==> config.mk <==
export PLATFORM = sky130hd
export DESIGN_NAME = cache_ctrl_fsm_flat
export DESIGN_NICKNAME = d
export VERILOG_FILES = /design/src/rtl/cache_ctrl_fsm_pkg.sv /design/src/rtl/cache_ctrl_fsm_if.sv /design/src/rtl/cache_ctrl_fsm_beat_counter.sv /design/src/rtl/cache_ctrl_fsm.sv /design/src/flat_wrapper.sv
export SDC_FILE = /design/constraint.sdc
export NUM_CORES = 1
export LEC_CHECK = 0
export ABC_AREA = 1
export CORE_AREA = 2 2 39 41
export DETAILED_ROUTE_END_ITERATION = 16
export DIE_AREA = 0 0 41 43
export HOLD_SLACK_MARGIN = 0.03
export PLACE_DENSITY = 0.66
export SYNTH_ARGS = -nofsm -noshare
export SYNTH_HDL_FRONTEND = slang
export SYNTH_HIERARCHICAL = 1
export SYNTH_SLANG_ARGS = --single-unit
==> constraint.sdc <==
create_clock -name clk -period 1.39 [get_ports clk]
set_clock_uncertainty 0.2 [all_clocks]
set_input_delay 0.278 -clock clk [delete_from_list [all_inputs] [get_ports clk]]
set_output_delay 0.278 -clock clk [all_outputs]
set_load 0.01 [all_outputs]
==> src/rtl/cache_ctrl_fsm_pkg.sv <==
// Shared cache-controller definitions: FSM state encoding and default line size.
package cache_pkg;

  // Miss-handling states; 2-bit encoding is fixed so datapath glue can decode it.
  typedef enum logic [1:0] {
    IDLE        = 2'b00,
    WRITEBACK   = 2'b01,
    ALLOCATE    = 2'b10,
    REFILL_DONE = 2'b11
  } t_cache_state;

  // Default words per line, shared with the cache datapath and main_fsm glue.
  localparam int unsigned CACHE_BLOCK_WORDS = 8;

endpackage

==> src/rtl/cache_ctrl_fsm_if.sv <==
// Bundle of the access/memory signals between main_fsm, the cache datapath,
// memory and the miss controller.
//
// Handshake: a memory beat transfers in every cycle where o_mem_wr_req or
// o_mem_rd_req is high and i_mem_ready is 1. The request stays high for the
// whole burst; i_mem_ready=0 stalls the beat with all outputs held. i_start is
// held by main_fsm until o_stall falls in a cycle where it is high.
interface cache_ctrl_fsm_if #(
  parameter int unsigned WORD_CNT_W = 3
);
  logic                    i_start;
  logic                    i_write_access;
  logic                    i_hit;
  logic                    i_dirty;
  logic                    i_mem_ready;
  logic                    o_stall;
  logic                    o_mem_rd_req;
  logic                    o_mem_wr_req;
  logic [WORD_CNT_W-1:0]   o_word_idx;
  logic                    o_line_fill_we;
  logic                    o_tag_write;
  logic                    o_data_we;
  logic                    o_dirty_set;
  cache_pkg::t_cache_state dbg_state;

  // Controller side.
  modport slave (
    input  i_start, i_write_access, i_hit, i_dirty, i_mem_ready,
    output o_stall, o_mem_rd_req, o_mem_wr_req, o_word_idx,
    output o_line_fill_we, o_tag_write, o_data_we, o_dirty_set, dbg_state
  );

  // Requester / memory side.
  modport master (
    output i_start, i_write_access, i_hit, i_dirty, i_mem_ready,
    input  o_stall, o_mem_rd_req, o_mem_wr_req, o_word_idx,
    input  o_line_fill_we, o_tag_write, o_data_we, o_dirty_set, dbg_state
  );
endinterface

==> src/rtl/cache_ctrl_fsm_beat_counter.sv <==
// Beat index counter for write-back and refill bursts; wraps naturally at the
// power-of-two line size.
module cache_beat_counter #(
  parameter int unsigned WORD_CNT_W = 3
) (
  input  logic                  clk,
  input  logic                  arstn,
  input  logic                  clear,
  input  logic                  enable,
  output logic [WORD_CNT_W-1:0] o_cnt,
  output logic                  o_last
);
  logic [WORD_CNT_W-1:0] cnt_q, cnt_d;

  // Next count: clear wins over increment.
  always_comb begin
    cnt_d = cnt_q;
    if (clear) begin
      cnt_d = '0;
    end else if (enable) begin
      cnt_d = cnt_q + WORD_CNT_W'(1);
    end
  end

  // Count register with synchronous active-low reset.
  always_ff @(posedge clk) begin
    if (!arstn) begin
      cnt_q <= '0;
    end else begin
      cnt_q <= cnt_d;
    end
  end

  assign o_cnt  = cnt_q;
  assign o_last = (cnt_q == {WORD_CNT_W{1'b1}});
endmodule

==> src/rtl/cache_ctrl_fsm.sv <==
// Miss-handling controller for one direct-mapped cache: zero-latency hits,
// optional dirty-line writeback, then a one-word-per-beat refill.
module cache_ctrl_fsm
  import cache_pkg::*;
#(
  parameter int unsigned BLOCK_WORDS = CACHE_BLOCK_WORDS,
  parameter bit          WRITE_BACK  = 1'b1
) (
  input  logic                    clk,
  input  logic                    arstn,
  cache_ctrl_fsm_if.slave         bus
);
  localparam int unsigned WORD_CNT_W = $clog2(BLOCK_WORDS);

  localparam logic [1:0] ST_IDLE        = IDLE;
  localparam logic [1:0] ST_WRITEBACK   = WRITEBACK;
  localparam logic [1:0] ST_ALLOCATE    = ALLOCATE;
  localparam logic [1:0] ST_REFILL_DONE = REFILL_DONE;

  logic [1:0]            state_q, state_d;
  logic                  cnt_clr, cnt_en, cnt_last;
  logic [WORD_CNT_W-1:0] cnt;

  cache_beat_counter #(.WORD_CNT_W(WORD_CNT_W)) u_beat_cnt (
    .clk    (clk),
    .arstn  (arstn),
    .clear  (cnt_clr),
    .enable (cnt_en),
    .o_cnt  (cnt),
    .o_last (cnt_last)
  );

  // Next-state and output decode from state plus same-cycle inputs.
  always_comb begin
    state_d            = state_q;
    cnt_clr            = 1'b0;
    cnt_en             = 1'b0;
    bus.o_stall        = 1'b0;
    bus.o_mem_rd_req   = 1'b0;
    bus.o_mem_wr_req   = 1'b0;
    bus.o_word_idx     = '0;
    bus.o_line_fill_we = 1'b0;
    bus.o_tag_write    = 1'b0;
    bus.o_data_we      = 1'b0;
    bus.o_dirty_set    = 1'b0;
    case (state_q)
      ST_IDLE: begin
        if (bus.i_start) begin
          if (bus.i_hit) begin
            // Store hit updates the line and marks it dirty in the same cycle.
            bus.o_data_we   = WRITE_BACK && bus.i_write_access;
            bus.o_dirty_set = WRITE_BACK && bus.i_write_access;
          end else begin
            bus.o_stall = 1'b1;
            cnt_clr     = 1'b1;
            state_d     = (WRITE_BACK && bus.i_dirty) ? ST_WRITEBACK : ST_ALLOCATE;
          end
        end
      end
      ST_WRITEBACK: begin
        bus.o_stall      = 1'b1;
        bus.o_mem_wr_req = 1'b1;
        bus.o_word_idx   = cnt;
        cnt_en           = bus.i_mem_ready;
        if (bus.i_mem_ready && cnt_last) begin
          state_d = ST_ALLOCATE;
        end
      end
      ST_ALLOCATE: begin
        bus.o_stall        = 1'b1;
        bus.o_mem_rd_req   = 1'b1;
        bus.o_word_idx     = cnt;
        bus.o_line_fill_we = bus.i_mem_ready;
        cnt_en             = bus.i_mem_ready;
        if (bus.i_mem_ready && cnt_last) begin
          state_d = ST_REFILL_DONE;
        end
      end
      ST_REFILL_DONE: begin
        // Tag/valid written here; the held request re-looks up and hits in IDLE.
        bus.o_stall     = 1'b1;
        bus.o_tag_write = 1'b1;
        state_d         = ST_IDLE;
      end
      default: begin
        state_d = ST_IDLE;
      end
    endcase
  end

  // State register; reset abandons any in-flight burst.
  always_ff @(posedge clk) begin
    if (!arstn) begin
      state_q <= ST_IDLE;
    end else begin
      state_q <= state_d;
    end
  end

  assign bus.dbg_state = t_cache_state'(state_q);
endmodule
==> src/flat_wrapper.sv <==
// flat-port wrapper written by rule: the top's interface ports become plain ports
module cache_ctrl_fsm_flat import cache_pkg::*;
#(
  parameter int unsigned BLOCK_WORDS = CACHE_BLOCK_WORDS,
  parameter bit          WRITE_BACK  = 1'b1
)
  (clk, arstn, bus_i_start, bus_i_write_access, bus_i_hit, bus_i_dirty, bus_i_mem_ready, bus_o_stall, bus_o_mem_rd_req, bus_o_mem_wr_req, bus_o_word_idx, bus_o_line_fill_we, bus_o_tag_write, bus_o_data_we, bus_o_dirty_set, bus_dbg_state);
  cache_ctrl_fsm_if bus_i ();
  input  logic clk;
  input  logic arstn;
  input wire logic [$bits(bus_i.i_start)-1:0] bus_i_start;
  input wire logic [$bits(bus_i.i_write_access)-1:0] bus_i_write_access;
  input wire logic [$bits(bus_i.i_hit)-1:0] bus_i_hit;
  input wire logic [$bits(bus_i.i_dirty)-1:0] bus_i_dirty;
  input wire logic [$bits(bus_i.i_mem_ready)-1:0] bus_i_mem_ready;
  output wire logic [$bits(bus_i.o_stall)-1:0] bus_o_stall;
  output wire logic [$bits(bus_i.o_mem_rd_req)-1:0] bus_o_mem_rd_req;
  output wire logic [$bits(bus_i.o_mem_wr_req)-1:0] bus_o_mem_wr_req;
  output wire logic [$bits(bus_i.o_word_idx)-1:0] bus_o_word_idx;
  output wire logic [$bits(bus_i.o_line_fill_we)-1:0] bus_o_line_fill_we;
  output wire logic [$bits(bus_i.o_tag_write)-1:0] bus_o_tag_write;
  output wire logic [$bits(bus_i.o_data_we)-1:0] bus_o_data_we;
  output wire logic [$bits(bus_i.o_dirty_set)-1:0] bus_o_dirty_set;
  output wire logic [$bits(bus_i.dbg_state)-1:0] bus_dbg_state;
  assign bus_i.i_start = bus_i_start;
  assign bus_i.i_write_access = bus_i_write_access;
  assign bus_i.i_hit = bus_i_hit;
  assign bus_i.i_dirty = bus_i_dirty;
  assign bus_i.i_mem_ready = bus_i_mem_ready;
  assign bus_o_stall = bus_i.o_stall;
  assign bus_o_mem_rd_req = bus_i.o_mem_rd_req;
  assign bus_o_mem_wr_req = bus_i.o_mem_wr_req;
  assign bus_o_word_idx = bus_i.o_word_idx;
  assign bus_o_line_fill_we = bus_i.o_line_fill_we;
  assign bus_o_tag_write = bus_i.o_tag_write;
  assign bus_o_data_we = bus_i.o_data_we;
  assign bus_o_dirty_set = bus_i.o_dirty_set;
  assign bus_dbg_state = bus_i.dbg_state;
  cache_ctrl_fsm #(.BLOCK_WORDS(BLOCK_WORDS), .WRITE_BACK(WRITE_BACK)) u_core (.clk(clk), .arstn(arstn), .bus(bus_i));
endmodule
# Yosys cells after proc, flatten, opt, wreduce, memory -nomap -nowiden
# Index checks and enable logic that the tools add are counted.
[word_totals] reg_bits=5 in_bits=7 out_inout_bits=12
[classes] n_addsub=1 eq_ne=8 muxes=19 n_bitwise=1 reduce_logical=6
[op_table] cell="2-to-1 mux 1 bit" count=11
[op_table] cell="2-to-1 mux 2 bit" count=5
[op_table] cell="case mux 2 bit (4 select lines)" count=1
[op_table] cell="equality test 2 bit, second input constant" count=2
[op_table] cell="inequality test 2 x 1 -> 1 bit, second input constant" count=2
[op_table] cell="inequality test 2 bit, second input constant" count=2
[op_table] cell="AND reduction 4 bit" count=1
[op_table] cell="OR reduction 2 bit" count=2
[op_table] cell="adder 3 x 1 -> 3 bit, second input constant" count=1
[op_table] cell="equality test 3 bit, second input constant" count=1
[op_table] cell="2-to-1 mux 3 bit" count=1
[op_table] cell="OR reduction 3 bit" count=1
[op_table] cell="equality test 2 x 1 -> 1 bit, second input constant" count=1
[op_table] cell="logical NOT 2 bit" count=1
[op_table] cell="case mux 1 bit (2 select lines)" count=1
[op_table] cell="logical AND 1 bit" count=1
[op_table] cell="NOT 1 bit" count=1

# Longest topological paths before layout
[logic_depth] depth_word=4 ltp_mapped=8

# Modules after synthesis
# The synthesis kept the hierarchy.
[by_module_without_submodules] module="cache_ctrl_fsm" n_inst=1 cells_each=44 area_per_inst_um2=277.8 seq_area_each_um2=40.0
[by_module_without_submodules] module="cache_beat_counter" n_inst=1 cells_each=19 area_per_inst_um2=142.6 seq_area_each_um2=60.1

# Worst setup path before layout
# OpenSTA, ideal clock, no wires.
[synth_timing] kind="flip-flop to output port" startpoint="reg u_core.state_q[0] (netlist: u_core/bus.dbg_state[0])" endpoint="out bus_o_dirty_set" arrival_time_ps=1094 slack_ps=-182 stages_incl_launch_ff=6 cell_sequence="dfxtp_1 > inv_1 > ha_1 > inv_1 > nor2_1 > buf_4"
[synth_between] elab_chain_len=2
[synth_lines] item="from (decl)" line_no="cache_ctrl_fsm.sv:20" rtl="logic [1:0] state_q, state_d;"
[synth_lines] item="from (signal assigned)" line_no="cache_ctrl_fsm.sv:96" rtl="state_q <= state_d;"
[synth_lines] item="logical NOT 2 bit"
[synth_lines] item="2-to-1 mux 1 bit"
[synth_lines] item="to (decl)" line_no="flat_wrapper.sv:23" rtl="output wire logic [$bits(bus_i.o_dirty_set)-1:0] bus_o_dirty_set;"
# Every way passes these cells.

# Worst setup path in the final report
[layout_timing] startpoint="reg u_core.state_q[1] (netlist: u_core/bus.dbg_state[1])" endpoint="out bus_o_word_idx[0]"
[layout_between] elab_chain_len=3
[layout_lines] item="equality test 2 x 1 -> 1 bit or equality test 2 bit (tied branches)" line_no="cache_ctrl_fsm.sv:46" rtl="case (state_q)"
[layout_lines] item="OR reduction 2 bit (no source line) (*)"
[layout_lines] item="2-to-1 mux 3 bit (*)" line_no="cache_ctrl_fsm.sv:46"
[layout_lines] item="to (decl)" line_no="flat_wrapper.sv:19" rtl="output wire logic [$bits(bus_i.o_word_idx)-1:0] bus_o_word_idx;"
# Mark *: on every way between the ends. The rest lies on a longest branch, timed or not.

==> results.txt <==
The normalized max-slew margin came out at 0.862. The cell chosen for the clock root is sky130_fd_sc_hd__clkbuf_4. The time the final worst path needs with I/O delays and setup is 1.60 ns. The detail-routed net length per standard cell came out at 9.37 µm. The hold-fix buffer count after cts came out at 0. The final-report hold violation count came out at 0. The top achievable clock speed came out at 623 MHz. The startpoint identified for the worst register-to-register timing path is u_core/bus.dbg_state[1].

The wire length of the first global-routing pass is 1720 µm. The worst register-to-register path has a depth of 7. The worst setup path is launched from a flip-flop. The source of the worst hold timing path is u_core/u_beat_cnt/o_cnt[1]. For hold timing, the worst endpoint is u_core/u_beat_cnt/o_cnt[1]. For the worst-skew pair, the clock arrives at the later sink with an insertion delay of 0.24 ns.

TritonCTS built the clock tree. The period utilization came out at 1.15. The number of iterations in the first detailed-routing pass is 3.

The checks that failed: negative setup slack. The run finished, with violations left. The placeable core area came out at 1380 µm².

The number of antenna-violating nets in the routed design is 0. The net total in the final layout is 115. In the post-synthesis netlist, the biggest area contributors are sky130_fd_sc_hd__dfxtp_1, sky130_fd_sc_hd__ha_1, sky130_fd_sc_hd__nand2_1, sky130_fd_sc_hd__inv_1, sky130_fd_sc_hd__nand2_2. The combined area of all synthesized cells came out at 420 µm².

The CTS sink count is 5. The count of synthesis-stage warnings from yosys is 6. In this run the critical register-to-register path is captured at u_core/bus.dbg_state[1]. The reported max-cap violation count is 0. 19 I/O pins were placed. The sum of internal, switching and leakage power came out at 0.00154 W. The synthesized instance count is 63. The power density over cell area is 1890 nW/µm². The buffer depth of the longest clock path is 2. The worst hold-check slack is 0.279 ns. The pin count of the biggest net entering global routing is 6. The horizontal die dimension is 41 µm. The standard-cell row count came out at 14. The post-detailed-route DRC marker count is 0.

The number of distinct library cells after synthesis came out at 14. The wire length on met2 came out at 567 µm. The final weighted congestion in routability-driven placement is 0.761. The share of synthesized area in the top cell type comes to 0.238.

The via density per instance came out at 4.16. The largest area contributor in the synthesized netlist is sky130_fd_sc_hd__dfxtp_1. After detailed placement, the total cell area comes to 736 µm². The number of violations reported at the end of detailed-routing iteration 0 is 6. The post-synthesis register bit count came out at 5. The critical path is of the reg -> out type. The HPWL after detailed placement is 814 µm.

Setup repair after global routing could not meet its margin everywhere. The portion of the post-synthesis area used by sequential elements is 0.238. The total overflow reported by the global router came out at 0. For the pin with the worst max-slew slack, the measured transition is 0.205 ns. The wire length reported by the detailed router is 1080 µm. The initial antenna violation count is 0. The origin of the worst setup path is u_core/bus.dbg_state[1]. Synthesis produced a netlist with a net count of 78.

The via count of the first global-routing pass came to 468. Data on the critical path arrives at its endpoint at 1.13 ns. The initial utilization of the core area, before any placement, comes to 0.304.

The number of antenna diodes in the final layout is 0. The area of all placed cells without fillers is 816 µm². Across the VDD grid, the largest voltage drop is 0.000919 V.

The worst setup path is captured at an output port. Before CTS, the worst setup slack after placement is -0.627 ns. The cell leakage power came out at 0.447 nW. The tightest min-delay check is of the reg -> reg type. The fraction of final layout cells with drive strength greater than 1 is 0.586. The count of buffers added on input and output ports is 18. The final setup violation count is 15.

The worst hold path cell count came out at 2. The mean area per synthesized cell is 6.67 µm². The total CTS buffers came out at 3. The clock-pin slew on the worst setup and hold paths is 0.04 ns. In this run the number of H-tree levels came out at 1. The total track usage is 0.142. The wire length on met1 came out at 424 µm.

The top fanout value on the critical path is 4. The number of slew-limit violations in the final report is 0. The least setup slack across all paths after layout is -0.214 ns.

Signal routing reaches up to met3. The number of cells after detailed placement came out at 109. The met3 layer wire length in the routed design is 86 µm. The signed area change from the synthesized netlist to the final layout is 94.0%. The worst setup slack for register-to-register paths is -0.13 ns. The via count of the routed design came out at 478.

The height of the die is 43 µm. The die covers 1760 µm². The required arrival time at the worst endpoint is 0.91 ns.

The count of non-filler cells in the finished layout is 115.
-- power breakdown --
| part | switching, W | internal [W] | total (W) |
|---|---|---|---|
| clock network | 0.0000572 | 0.000108 | 0.000166 |
| logic | 0.000561 | 0.000590 | 0.00115 |
| registers | 0.0000386 | 0.000188 | 0.000226 |
-- kinds of logic (layout without fill, tap and decap cells) --
family	after synthesis	in the layout	share of synthesized area
flip-flops	5	5	0.238
AO/OA/AOI/OAI	5	5	0.0744
adder cells (fa/ha/maj)	8	8	0.238
AND/OR/NAND/NOR	31	31	0.315
buffers and inverters	14	50	0.134
-- area by class of cell --
| class | count | area [µm²] |
|---|---|---|
| tap | 16 | 20.0 |
| multi-input combinational | 44 | 343 |
| sequential | 5 | 103 |
| fill | 148 | 568 |
| inverter | 13 | 58.8 |
| clock buffer | 4 | 26.3 |
| timing repair buffer | 33 | 265 |
-- cell usage in the layout (no fill, tap or decap), types with 2 or more instances in the layout --
master	synthesis	routed
sky130_fd_sc_hd__buf_4	1	13
sky130_fd_sc_hd__inv_1	12	8
sky130_fd_sc_hd__dfxtp_1	5	3
sky130_fd_sc_hd__ha_4	0	3
sky130_fd_sc_hd__ha_1	8	3
sky130_fd_sc_hd__nand2_2	3	6
sky130_fd_sc_hd__dlygate4sd2_1	0	2
sky130_fd_sc_hd__dfxtp_2	0	2
sky130_fd_sc_hd__ha_2	0	2
sky130_fd_sc_hd__nor2_2	3	5
sky130_fd_sc_hd__inv_4	0	4
sky130_fd_sc_hd__clkbuf_4	0	3
sky130_fd_sc_hd__buf_2	0	8
sky130_fd_sc_hd__nand2_1	20	16
sky130_fd_sc_hd__clkdlybuf4s50_1	0	3
sky130_fd_sc_hd__buf_6	0	6
-- critical path, cell delays in order (launching register included) --
cell                      delay [ns]
sky130_fd_sc_hd__dfxtp_2        0.36
sky130_fd_sc_hd__inv_4          0.05
sky130_fd_sc_hd__ha_4           0.27
sky130_fd_sc_hd__nand2_1        0.05
sky130_fd_sc_hd__inv_1          0.04
sky130_fd_sc_hd__buf_2          0.12
-- routing by layer --
metal,GRT usage,vias to the layer above
met5,0,-
met4,0.0800,0
met3,0.0157,0
met2,0.241,15
met1,0.158,205
li1,-,258
-- through the flow --
step | TNS (ns) | util
floorplan | -0.0341 | -
global placement | -5.90 | 0.532
detailed placement | -6.02 | 0.532
CTS | -1.91 | 0.562
global route | -2.74 | 0.590
finish | -2.01 | 0.590
-- timing repair --
item | 4_1_cts | 5_1_grt
setup buffers | 1 | 1
pin swaps | 5 | 9
endpoints found under the setup margin | 17 | 15
gates resized for setup | 69 | 10
cloned | 0 | 0
-- registers in the layout, summed over array words and instances (netlist names) --
register / flops
u_core/u_beat_cnt/o_cnt: 3
u_core/bus.dbg_state: 2
-- worst max path at each step --
stage	endpoint	slack, ns	cells past startpoint
finish	bus_o_word_idx[0]	-0.21	5
global route	bus_o_word_idx[1]	-0.26	5
CTS	bus_o_word_idx[0]	-0.22	5
detailed placement	bus_o_dirty_set	-0.63	4
global placement	bus_o_dirty_set	-0.61	4
floorplan	bus_o_dirty_set	-0.03	5
-- cell usage after synthesis, drive strengths merged --
cell	count
o21a	1
a21oi	2
dfxtp	5
nor2	7
nand2	23
ha	8
buf	1
inv	13
o21ai	2
nand3	1
Note: power is estimated with default switching activity, not from simulation.
